**config.mk**
```make
export PLATFORM = sky130hd
export DESIGN_NAME = uart_tx_fifo_drain
export DESIGN_NICKNAME = d
export VERILOG_FILES = /design/src/rtl/uart_tx_fifo_drain.sv
export SDC_FILE = /design/constraint.sdc
export NUM_CORES = 1
export LEC_CHECK = 0
export CORE_ASPECT_RATIO = 1.5
export CORE_MARGIN = 4
export CORE_UTILIZATION = 45
export CTS_CLUSTER_DIAMETER = 50
export DETAILED_ROUTE_END_ITERATION = 10
export GPL_TIMING_DRIVEN = 1
export PLACE_DENSITY_LB_ADDON = 0.05
export REMOVE_ABC_BUFFERS = 1
export SLEW_MARGIN = 30
export SYNTH_ARGS = -nofsm -noshare
export SYNTH_HDL_FRONTEND = slang
export SYNTH_SLANG_ARGS = --single-unit
```
**constraint.sdc**
```tcl
create_clock -name clk_i -period 5.5 [get_ports clk_i]
set_input_delay 0.825 -clock clk_i [delete_from_list [all_inputs] [get_ports clk_i]]
set_output_delay 0.825 -clock clk_i [all_outputs]
set_load 0.05 [all_outputs]
```
**src/rtl/uart_tx_fifo_drain.sv**
```systemverilog
// UART transmitter fed directly by a TX FIFO: pops one byte whenever allowed and
// serialises it as start / data (LSB first) / optional even parity / stop bits.
module uart_tx_fifo_drain #(
  parameter int DATA_BITS = 8,
  parameter int BAUD_DIV  = 868,
  parameter int PARITY_EN = 0,
  parameter int STOP_BITS = 1
) (
  input  logic                 clk_i,
  input  logic                 rst_ni,
  input  logic                 tx_enable_i,
  input  logic                 fifo_empty_i,
  input  logic [DATA_BITS-1:0] fifo_data_i,
  output logic                 fifo_read_o,
  output logic                 tx_o,
  output logic                 tx_busy_o,
  output logic                 tx_done_tick_o
);

  localparam int TW = (BAUD_DIV > 1) ? $clog2(BAUD_DIV) : 1;
  localparam int CW = 4;

  typedef enum logic [2:0] {
    S_IDLE   = 3'd0,
    S_START  = 3'd1,
    S_DATA   = 3'd2,
    S_PARITY = 3'd3,
    S_STOP   = 3'd4
  } state_e;

  state_e               state_q, state_d;
  logic [TW-1:0]        timer_q, timer_d;
  logic [CW-1:0]        bitcnt_q, bitcnt_d;
  logic [DATA_BITS-1:0] shreg_q, shreg_d;
  logic                 parity_q, parity_d;
  logic                 tx_q, tx_d;
  logic                 busy_q, busy_d;
  logic                 bit_end_s;
  logic                 last_stop_s;
  logic                 pop_s;

  function automatic logic even_parity(input logic [DATA_BITS-1:0] data);
    return ^data;
  endfunction

  assign bit_end_s   = (timer_q == TW'(BAUD_DIV - 1));
  assign last_stop_s = (state_q == S_STOP) && bit_end_s && (bitcnt_q == CW'(STOP_BITS - 1));
  // Reset gating keeps the pop quiet while the block is held in reset.
  assign pop_s       = rst_ni & tx_enable_i & ~fifo_empty_i & ((state_q == S_IDLE) | last_stop_s);

  assign fifo_read_o    = pop_s;
  assign tx_o           = tx_q;
  assign tx_busy_o      = busy_q;
  assign tx_done_tick_o = last_stop_s;

  // Next-state, bit timing and shift-register update.
  always_comb begin
    state_d  = state_q;
    timer_d  = bit_end_s ? '0 : timer_q + TW'(1);
    bitcnt_d = bitcnt_q;
    shreg_d  = shreg_q;
    parity_d = parity_q;
    case (state_q)
      S_IDLE: begin
        timer_d = '0;
        if (pop_s) begin
          state_d  = S_START;
          shreg_d  = fifo_data_i;
          parity_d = even_parity(fifo_data_i);
          bitcnt_d = '0;
        end else begin
          state_d = S_IDLE;
        end
      end
      S_START: begin
        if (bit_end_s) begin
          state_d  = S_DATA;
          bitcnt_d = '0;
        end else begin
          state_d = S_START;
        end
      end
      S_DATA: begin
        if (bit_end_s) begin
          shreg_d = shreg_q >> 1;
          if (bitcnt_q == CW'(DATA_BITS - 1)) begin
            bitcnt_d = '0;
            state_d  = (PARITY_EN != 0) ? S_PARITY : S_STOP;
          end else begin
            bitcnt_d = bitcnt_q + CW'(1);
          end
        end else begin
          state_d = S_DATA;
        end
      end
      S_PARITY: begin
        if (bit_end_s) begin
          state_d  = S_STOP;
          bitcnt_d = '0;
        end else begin
          state_d = S_PARITY;
        end
      end
      S_STOP: begin
        if (last_stop_s) begin
          if (pop_s) begin
            state_d  = S_START;
            shreg_d  = fifo_data_i;
            parity_d = even_parity(fifo_data_i);
            bitcnt_d = '0;
          end else begin
            state_d = S_IDLE;
          end
        end else if (bit_end_s) begin
          bitcnt_d = bitcnt_q + CW'(1);
        end else begin
          state_d = S_STOP;
        end
      end
      default: begin
        state_d = S_IDLE;
        timer_d = '0;
      end
    endcase

    // tx is registered, so it is decoded from the state being entered.
    case (state_d)
      S_START:  tx_d = 1'b0;
      S_DATA:   tx_d = shreg_d[0];
      S_PARITY: tx_d = parity_d;
      default:  tx_d = 1'b1;
    endcase
    busy_d = (state_d != S_IDLE);
  end

  // State and datapath registers.
  always_ff @(posedge clk_i or negedge rst_ni) begin
    if (!rst_ni) begin
      state_q  <= S_IDLE;
      timer_q  <= '0;
      bitcnt_q <= '0;
      shreg_q  <= '0;
      parity_q <= 1'b0;
      tx_q     <= 1'b1;
      busy_q   <= 1'b0;
    end else begin
      state_q  <= state_d;
      timer_q  <= timer_d;
      bitcnt_q <= bitcnt_d;
      shreg_q  <= shreg_d;
      parity_q <= parity_d;
      tx_q     <= tx_d;
      busy_q   <= busy_d;
    end
  end

endmodule
```
After elaboration in Yosys (flattened, before gate mapping)
Cells that the tools add are included.
- register bits after elaboration: 28
- input port bits: 12
- output and inout port bits: 4
- word-level logic and storage cells: 65
- add/sub/neg operators: 2
- eq/ne operators: 13
- muxes and demuxes: 25
- bitwise logic cells: 5
- reduce and logical (&&, ||, !) cells: 12
- operators with widths (kind ; count):
    $mux W4 ; 6
    $mux W8 ; 3
    $pmux W8 S3 ; 1
    $mux W10 ; 2
    $pmux W4 S4 ; 1
    $mux W3 ; 5
    $pmux W3 S5 ; 1
    $eq A3 B2 Y1 const B ; 4
    $add A10 B1 Y10 const B ; 1
    $eq A10 B10 Y1 const B ; 1
    $reduce_xor A8 Y1 ; 1
    $eq A3 B1 Y1 const B ; 2
    $reduce_bool A3 Y1 ; 2
    $add A4 B1 Y4 const B ; 1
    $eq A4 B3 Y1 const B ; 1
    $logic_not A4 Y1 ; 1
    $ne A2 B2 Y1 const B ; 2
    $reduce_and A4 Y1 ; 1
    $reduce_bool A4 Y1 ; 1
    $reduce_or A4 Y1 ; 1
    $and A1 B1 Y1 ; 3
    $eq A3 B3 Y1 const B ; 1
    $logic_not A3 Y1 ; 1
    $mux W1 ; 3
    other kinds (10) ; 11

Depth between registers and ports, before layout
Gate-level depths: netlist of run 1.
- word-level depth: 10
- mapped depth: 9
- gate-level depth less buffers: 8

Worst setup path after synthesis of run 1
OpenSTA, ideal clock, no wires.
- path type: register to output
- start: register timer_q[4]
- end: output port tx_done_tick_o
- data arrival time: 2.969 ns
- data required time: 4.675 ns
- slack: 1.706 ns
- stages on the path, launching flop included: 6
- path buffers: 2
- path through: dfrtp_1 > or3b_4 > or3_1 > buf_2 > buf_2 > nor4_1
- longest elaborated chain between the ends: 3
- RTL lines (element ; line ; text):
    start, declared ; 32 ; logic [TW-1:0] timer_q, timer_d;
    start signal, assigned ; 148 ; timer_q <= timer_d;
    $eq A10 B10 Y1 ; 46 ; assign bit_end_s = (timer_q == TW'(BAUD_DIV - 1));
    $logic_and A1 B1 Y1 (2 in series) ; 47 ; assign last_stop_s = (state_q == S_STOP) && bit_end_s && (bitcnt_q == CW'(STOP_BITS - 1));
    end, declared ; 17 ; output logic tx_done_tick_o
No other way between the ends.

Worst setup path after layout of run 1
- start: input port rst_ni
- end: output port fifo_read_o
- longest elaborated chain between the ends: 3
- RTL lines (element ; line ; text):
    start, declared ; 10 ; input logic rst_ni,
    $and A1 B1 Y1 (3 in series) ; 49 ; assign pop_s = rst_ni & tx_enable_i & ~fifo_empty_i & ((state_q == S_IDLE) | last_stop_s);
    end, declared ; 14 ; output logic fifo_read_o,
No other way between the ends.

==> results of run 1 <==
## power by group
part           switching (W)  internal, W
clock network      0.0000587    0.0000639
logic              0.0000832    0.0000656
registers          0.0000409     0.000254
## through the flow
stage / instances / utilization (%) / instance area (um^2) / total power [W] / hold WS, ps
after floorplan: 164 / - / 1580 / 0.000397 / 455
after global placement: 222 / 52.3 / 1790 / 0.000447 / 482
after detailed placement: 222 / 52.3 / 1790 / 0.000450 / 490
after CTS: 226 / 54.0 / 1840 / 0.000576 / 502
after global routing: 226 / 54.0 / 1840 / 0.000606 / 518
final: 226 / 54.0 / 1840 / 0.000567 / 494
## registers in the layout (all words and copies together), names as in the netlist
register   count
tx_o           1
state_q        3
parity_q       1
tx_busy_o      1
bitcnt_q       4
shreg_q        8
timer_q       10
## layout by cell type (no fill, tap or decap), types with 2 or more instances in the layout
master and n:
or3_1 6, clkdlybuf4s50_1 15, nand2b_1 6, nand4bb_1 2
clkbuf_8 4, a21oi_1 5, nand2_1 12, nor3_1 2
xnor2_1 10, a21o_1 2, nand3b_1 2, nand3_1 5
o211ai_1 2, o21a_1 3, a22oi_1 6, inv_1 13
ha_1 3, dfrtp_1 27, a31oi_1 2, o21ai_0 9
xor2_1 6, nor2_1 14, nor4_1 2
## worst paths after layout
check	to	start	cells past startpoint
worst max-delay path	fifo_read_o	rst_ni	7
worst min-delay path	timer_q[0]$_DFF_PN0_	timer_q[0]$_DFF_PN0_	1
worst max register to register	tx_busy_o$_DFF_PN0_	timer_q[0]$_DFF_PN0_	6
worst min register to register	timer_q[0]$_DFF_PN0_	timer_q[0]$_DFF_PN0_	1
max in group asynchronous	tx_o$_DFF_PN1_	rst_ni	2
min in group asynchronous	timer_q[0]$_DFF_PN0_	rst_ni	2
## Yosys cell counts (all sizes together) (2+ instances only)
cell and n:
dfrtp 27, nor2 14, inv 13, nand2 12, o21ai 10, xnor2 10
a22oi 7, a21oi 6, nand2b 6, or3 6, xor2 6, nand3 5
clkbuf 4, buf 3, ha 3, nor3 3, o21a 3, a2111oi 2
a21o 2, a31oi 2, nand3b 2, nand4bb 2, nor4 2, o211ai 2
or3b 2
## cells by family (layout without fill, tap and decap cells)
| kind of cell | after synthesis | in the layout | share of synthesized area [%] |
|---|---|---|---|
| and+or+nand+nor | 59 | 59 | 20.0 |
| AOI/OAI and AO/OA | 43 | 43 | 19.5 |
| DFF | 28 | 28 | 43.7 |
| buffers and inverters | 21 | 34 | 5.06 |
| xor gates and xnor gates | 16 | 16 | 8.72 |
| adders and majority gates | 3 | 3 | 2.34 |
| muxes | 1 | 1 | 0.623 |
## layout make-up
class	count	area, um^2	share of cell area, %
well taps	42	52.6	2.85
multi-input cells	122	823	44.7
flip-flops and latches	28	702	38.1
repair buffers	16	158	8.55
inverters	14	52.6	2.85
clock buffers	4	55.1	2.99
## layer usage
layer / global-route usage, % / share of wire, % / vias up / wire length, um
li1: - / - / 627 / -
met1: 15.6 / 41 / 624 / 1330
met2: 28.8 / 55 / 27 / 1790
met3: 2.07 / 2.5 / 4 / 83
met4: 5.34 / 1.6 / 0 / 53
met5: 0 / 0 / - / 0
==> impl_metrics.ini, run 1 <==
[hold_path]
holdCritPathClass = flop to flop

[sta]
report.final.setup_viol = 0
hold_viol = 0
fin_setup_tns_ps = 0
fmax_ghz = 0.238
fin_crit_ps = 4210
clock_skew_ps = 2.52
slew_viol_final = 0
slew-limit-headroom_pct = 63.1
post-route-period-util_pct = 76.5
worst_slack_ps = 1290
worstMarginPinSlew_ps = 552
grt_setup_unrepaired = no

[logic_synthesis]
yosys_warnings = 0
synth_top_area_share_pct = 42.1
syn_area_um2 = 1610
synth_edf_count = 0
ys_ff_latch = 28
avgSynthCellArea_um2 = 9.39
ys_seq_area_share_pct = 43.7
synth_top_cell_by_area = dfrtp_1
synth-main-ff-cell = dfrtp_1
netlist_instances = 171
synth_area_leaders = dfrtp_1, xnor2_1, nor2_1, xor2_1, inv_1
async_flop_share_pct = 100
synth_cell_types = 49

[clocking]
ctsHtreeMaxLevel = 1
cts_made_buffers = 3
cts_tree = built
hold_buffers = 0
clk_latency_ps = 260
cts_sinks = 28
cts_root_buf = clkbuf_8
clk_path_buf_depth = 2
clk_pin_slew_ps = 90
cts_resized = 0
post_cts_buffers = 0

[global_route]
grt_max_degree = 30
grt_pass1_vias = 1221
track_usage_pct = 14.7
grt_pass1_wl_mm = 5.40
overflow = 0
grt_antenna_before_repair = 0

[layout]
area_growth_syn_to_layout_pct = 14.7
nets = 200
fillers = 321
drive_above_1_share_pct = 7.07
num_antenna_cells = 0

[floorplan]
die_x_um = 56.8
dieArea_um2 = 4610
initial_utilization_pct = 47.0
rows = 26
io_pins = 16
coreArea_um2 = 3420
die_h_um = 81.2

[critical_path]
path_buf_inv = 4
worstSetupEndpointType = output pin
slowest_delay_ps = 840
path_cells = clkdlybuf4s50_1 > buf_4 > nand3b_1 > nor3_1 > nand2_1 > clkinv_1 > clkdlybuf4s50_1
worstSetupPathType = input port to output pin
cp_slowest_cell = clkdlybuf4s50_1
crit_fanout = 29
worst_setup_path_start_kind = input port
r2r_slack_ps = 3160
worstPathArrival_ps = 3380
crit_required_ps = 4680
cp_top_family = buffers and inverters
critPathMostFrequentCell = clkdlybuf4s50_1

[detailed_routing]
drc = 0
wl_per_cell_um = 14.4
wl_mm = 3.26
drtPass1Iterations = 4
viasPerCell = 5.67
drtAntennaViolNets = 0
vias = 1282
dr.first_iter.drc_count = 52

[placed_design]
gp_congestion = 0.794
dp_hpwl_mm = 2.52
io_buffer_count = 15
dpl_worst_slack_ps = 1270

[status]
status = finished, final reports clean

[power_and_ir_drop]
power.leakage_nw = 0.787
max-vdd-ir-drop_uv = 169
power.density_nw_per_um2 = 308

[job]
cap_violations = 0
Note: power is estimated with default switching activity, not from simulation.
==> run 2: changes to the inputs <==
==> constraint.sdc (replaced) <==
create_clock -name clk_i -period 4.1 [get_ports clk_i]
set_input_delay 0.615 -clock clk_i [delete_from_list [all_inputs] [get_ports clk_i]]
set_output_delay 0.615 -clock clk_i [all_outputs]
set_load 0.05 [all_outputs]
==> impl_metrics.ini, run 2 (synthesized netlist as in run 1, its figures left out) <==
[status]
status = finished, final reports clean

[critical_path]
reg2reg_from = bitcnt_q[0]$_DFFE_PN0P_
worstSetupEndpointType = output pin
crit_required_ps = 3480
rr_endpoint = shreg_q[2]$_DFFE_PN0P_
r2r_cells = 8
worst_setup_path_start_kind = flop
worstPathArrival_ps = 2930
r2r_slack_ps = 1680
worstSetupPathType = flop to output pin
crit_fanout = 15

[global_route]
grt.met1_usage_pct = 17.3
busiest_layer = met2
track_usage_pct = 15.9
grtUsageMet3_pct = 2.07
grt_pass1_vias = 1284
grt_pass1_wl_mm = 5.79
overflow = 0
grt_antenna_before_repair = 0
grt_use_met2_pct = 30.8
grt_max_degree = 29

[clocking]
cts_root_buf = clkbuf_8
clk_path_buf_depth = 2
cts_tree = built
clk_pin_slew_ps = 100
hold_buffers = 0
clk_latency_ps = 270
cts_sinks = 28
ctsHtreeMaxLevel = 1
cts_made_buffers = 3
cts_resized = 0
post_cts_buffers = 0

[sta]
slew-limit-headroom_pct = 65.2
worstMarginPinSlew_ps = 516
fin_setup_tns_ps = 0
slew_viol_final = 0
clock_skew_ps = 3.31
report.final.setup_viol = 0
fin_crit_ps = 3540
post-route-period-util_pct = 86.5
fmax_ghz = 0.282
hold_viol = 0
grt_setup_unrepaired = no

[detailed_routing]
drtAntennaViolNets = 0
viasPerCell = 5.56
drtPass1Iterations = 4
wl_per_cell_um = 15.1
wl_mm = 3.42
dr.first_iter.drc_count = 13
vias = 1256
drc = 0

[floorplan]
die_h_um = 81.2
coreArea_um2 = 3420
die_x_um = 56.8
io_pins = 16
initial_utilization_pct = 47.0
dieArea_um2 = 4610
rows = 26

[layout]
layout_common_cells = dfrtp_1, nor2_1, clkdlybuf4s50_1, inv_1, nand2_1
reg_top3 = timer_q (10), shreg_q (8), bitcnt_q (4)
postLayoutCoreUtil_pct = 54.7
area_growth_syn_to_layout_pct = 16.4
nets = 200
drive_above_1_share_pct = 7.61
layout_commonest_cell = dfrtp_1
largest_reg_flops = 10
num_antenna_cells = 0
regMostFlops = timer_q

[power_and_ir_drop]
max-vdd-ir-drop_uv = 261
power.leakage_nw = 0.799
power.density_nw_per_um2 = 439
p_total_w = 0.000820

[job]
cap_violations = 0

[hold_path]
hold_end = timer_q[0]$_DFF_PN0_
holdPathStages = 1
holdCritPathClass = flop to flop
min_from = timer_q[0]$_DFF_PN0_

[placed_design]
io_buffer_count = 15
dp_hpwl_mm = 2.68
gp_congestion = 0.819
-- run 2: critical path, cell delays in order, from the launching register on --
cell	delay, ps
dfrtp_1	400
ha_1	220
nand4bb_1	230
or3_1	630
nor4_1	330
clkdlybuf4s50_1	850
-- run 2: cell type report --
type / count / area, um^2
clock buffers: 3 / 41.3
clock inverters: 1 / 30.0
fillers: 326 / 1550
inverters: 14 / 52.6
multi-input cells: 122 / 823
flip-flops and latches: 28 / 702
well taps: 42 / 52.6
repair buffers: 16 / 168
-- run 2: report_power, final --
| part | total, W | leakage, nW | internal, W | switching (W) |
|---|---|---|---|---|
| Combinational | 0.000204 | 0.412 | 0.0000892 | 0.000115 |
| Sequential | 0.000398 | 0.352 | 0.000341 | 0.0000563 |
| Clock | 0.000219 | 0.0357 | 0.000131 | 0.0000880 |
| Total | 0.000820 | 0.799 | 0.000561 | 0.000259 |
-- run 2: how the worst max path moves through the flow --
stage / start / end / slack (ps) / cells past startpoint
after floorplan: timer_q[4]$_DFF_PN0_ / tx_done_tick_o / 590 / 3
after global placement: timer_q[0]$_DFF_PN0_ / tx_done_tick_o / 890 / 5
after detailed placement: timer_q[0]$_DFF_PN0_ / tx_done_tick_o / 870 / 5
after CTS: timer_q[0]$_DFF_PN0_ / tx_done_tick_o / 550 / 5
after global routing: timer_q[0]$_DFF_PN0_ / tx_done_tick_o / 400 / 5
final: timer_q[0]$_DFF_PN0_ / tx_done_tick_o / 560 / 5
-- run 2: routing by layer --
| metal | vias to the layer above | wire length (um) |
|---|---|---|
| li1 | 625 | - |
| met1 | 611 | 1410 |
| met2 | 14 | 1900 |
| met3 | 6 | 68 |
| met4 | 0 | 41 |
| met5 | - | 0 |
-- run 2: per-stage QoR --
step / hold WS, ps / cells / setup WS [ps] / area, um^2
global route: 522 / 226 / 401 / 1870
floorplan: 319 / 164 / 586 / 1580
finish: 495 / 226 / 555 / 1870
CTS: 496 / 226 / 546 / 1870
detailed placement: 481 / 222 / 866 / 1800
global placement: 469 / 222 / 890 / 1800
==> run 3: changes to the inputs <==
--- a/config.mk
+++ b/config.mk
@@ -11,7 +11,7 @@
 export CTS_CLUSTER_DIAMETER = 50
 export DETAILED_ROUTE_END_ITERATION = 10
 export GPL_TIMING_DRIVEN = 1
-export PLACE_DENSITY_LB_ADDON = 0.05
+export PLACE_DENSITY = 0.62
 export REMOVE_ABC_BUFFERS = 1
 export SLEW_MARGIN = 30
 export SYNTH_ARGS = -nofsm -noshare
==> impl_metrics.ini, run 3 (synthesized netlist as in run 1, its figures left out) <==
[clocking]
cts_made_buffers = 3
clk_path_buf_depth = 2
post_cts_buffers = 0
cts_root_buf = clkbuf_8
cts_resized = 0
cts_sinks = 28
cts_tree = built
ctsHtreeMaxLevel = 1
clk_pin_slew_ps = 90
hold_buffers = 0
clk_latency_ps = 280

[floorplan]
coreArea_um2 = 3420
dieArea_um2 = 4610
rows = 26
io_pins = 16
initial_utilization_pct = 47.0
die_h_um = 81.2
die_x_um = 56.8

[global_route]
overflow = 0
grt_pass1_vias = 1341
track_usage_pct = 16.0
grt_max_degree = 29
grt_pass1_wl_mm = 5.86
grt_antenna_before_repair = 0

[layout]
layout_common_cells = dfrtp_1, nor2_1, clkdlybuf4s50_1, inv_1, nand2_1
drive_above_1_share_pct = 7.61
largest_reg_flops = 10
fin_cells = 226
num_antenna_cells = 0
area_growth_syn_to_layout_pct = 15.3
final_area_um2 = 1850
nets = 200
layout_commonest_cell = dfrtp_1
regMostFlops = timer_q
reg_top3 = timer_q (10), shreg_q (8), bitcnt_q (4)

[power_and_ir_drop]
max-vdd-ir-drop_uv = 287
power.leakage_nw = 0.792
power.density_nw_per_um2 = 417
p_total_w = 0.000773

[critical_path]
crit_fanout = 15
reg2reg_from = bitcnt_q[0]$_DFFE_PN0P_
crit_required_ps = 3480
r2r_slack_ps = 1710
worstSetupEndpointType = output pin
worstSetupPathType = flop to output pin
worstPathArrival_ps = 2910
crit_path_start = timer_q[0]$_DFF_PN0_
worst_setup_path_start_kind = flop

[placed_design]
dp_hpwl_mm = 2.69
gp_congestion = 0.832
dp_cells = 222
io_buffer_count = 15
place_area_um2 = 1800

[sta]
worstMarginPinSlew_ps = 496
slew-limit-headroom_pct = 66.6
fin_crit_ps = 3520
post-route-period-util_pct = 86.0
fin_setup_tns_ps = 0
fmax_ghz = 0.284
grt_setup_unrepaired = no
report.final.setup_viol = 0
hold_viol = 0
clock_skew_ps = 7.07
slew_viol_final = 0
whs_ps = 496

[detailed_routing]
wl_mm = 3.43
viasPerCell = 5.65
wl_per_cell_um = 15.2
drtAntennaViolNets = 0
vias = 1277
drtPass1Iterations = 4
drc = 0
dr.first_iter.drc_count = 47

[hold_path]
holdCritPathClass = flop to flop
min_from = timer_q[0]$_DFF_PN0_

[job]
cap_violations = 0

[status]
status = finished, final reports clean
run 3: cell count changes in the layout (fill, tap and decap cells not counted), sizes merged:
cell	before	now
bufinv	1	0
clkbuf	3	4
run 3: worst paths after layout:
path / cells after the start / to
worst max-delay path: 5 / tx_done_tick_o
worst min-delay path: 1 / timer_q[0]$_DFF_PN0_
worst max register to register: 8 / shreg_q[3]$_DFFE_PN0P_
worst min register to register: 1 / timer_q[0]$_DFF_PN0_
max in group asynchronous: 2 / tx_o$_DFF_PN1_
min in group asynchronous: 2 / timer_q[2]$_DFF_PN0_
run 3: final cells by class:
type                            count  area [um^2]
Sequential cell                    28          702
Tap cell                           42         52.6
Timing Repair Buffer               16          168
Inverter                           14         52.6
Multi-Input combinational cell    122          823
Clock buffer                        4         55.1
Fill cell                         345         1560
run 3: critical path: stages, from the launching register on:
cell             delay, ps
dfrtp_1                390
ha_1                   220
nand4bb_1              210
or3_1                  630
nor4_1                 330
clkdlybuf4s50_1        850
run 3: report_power, final:
part / switching (W) / leakage (nW) / total (W) / internal, W
sequential: 0.0000552 / 0.352 / 0.000396 / 0.000341
combinational: 0.000114 / 0.412 / 0.000203 / 0.0000891
clock: 0.0000876 / 0.0288 / 0.000174 / 0.0000860
total: 0.000257 / 0.792 / 0.000773 / 0.000516
run 3: stage by stage:
step	worst slack, ps	util (%)
6_report	575	54.2
5_1_grt	470	54.2
4_1_cts	573	54.2
3_5_place_dp	885	52.6
3_3_place_gp	925	52.6
2_1_floorplan	586	-
run 3: routing by layer:
layer / global-route usage [%] / vias to the layer above / share of wire [%]
li1: - / 626 / -
met1: 17.2 / 625 / 40
met2: 32.1 / 20 / 56
met3: 2.07 / 6 / 2.5
met4: 4.41 / 0 / 1.5
met5: 0 / - / 0
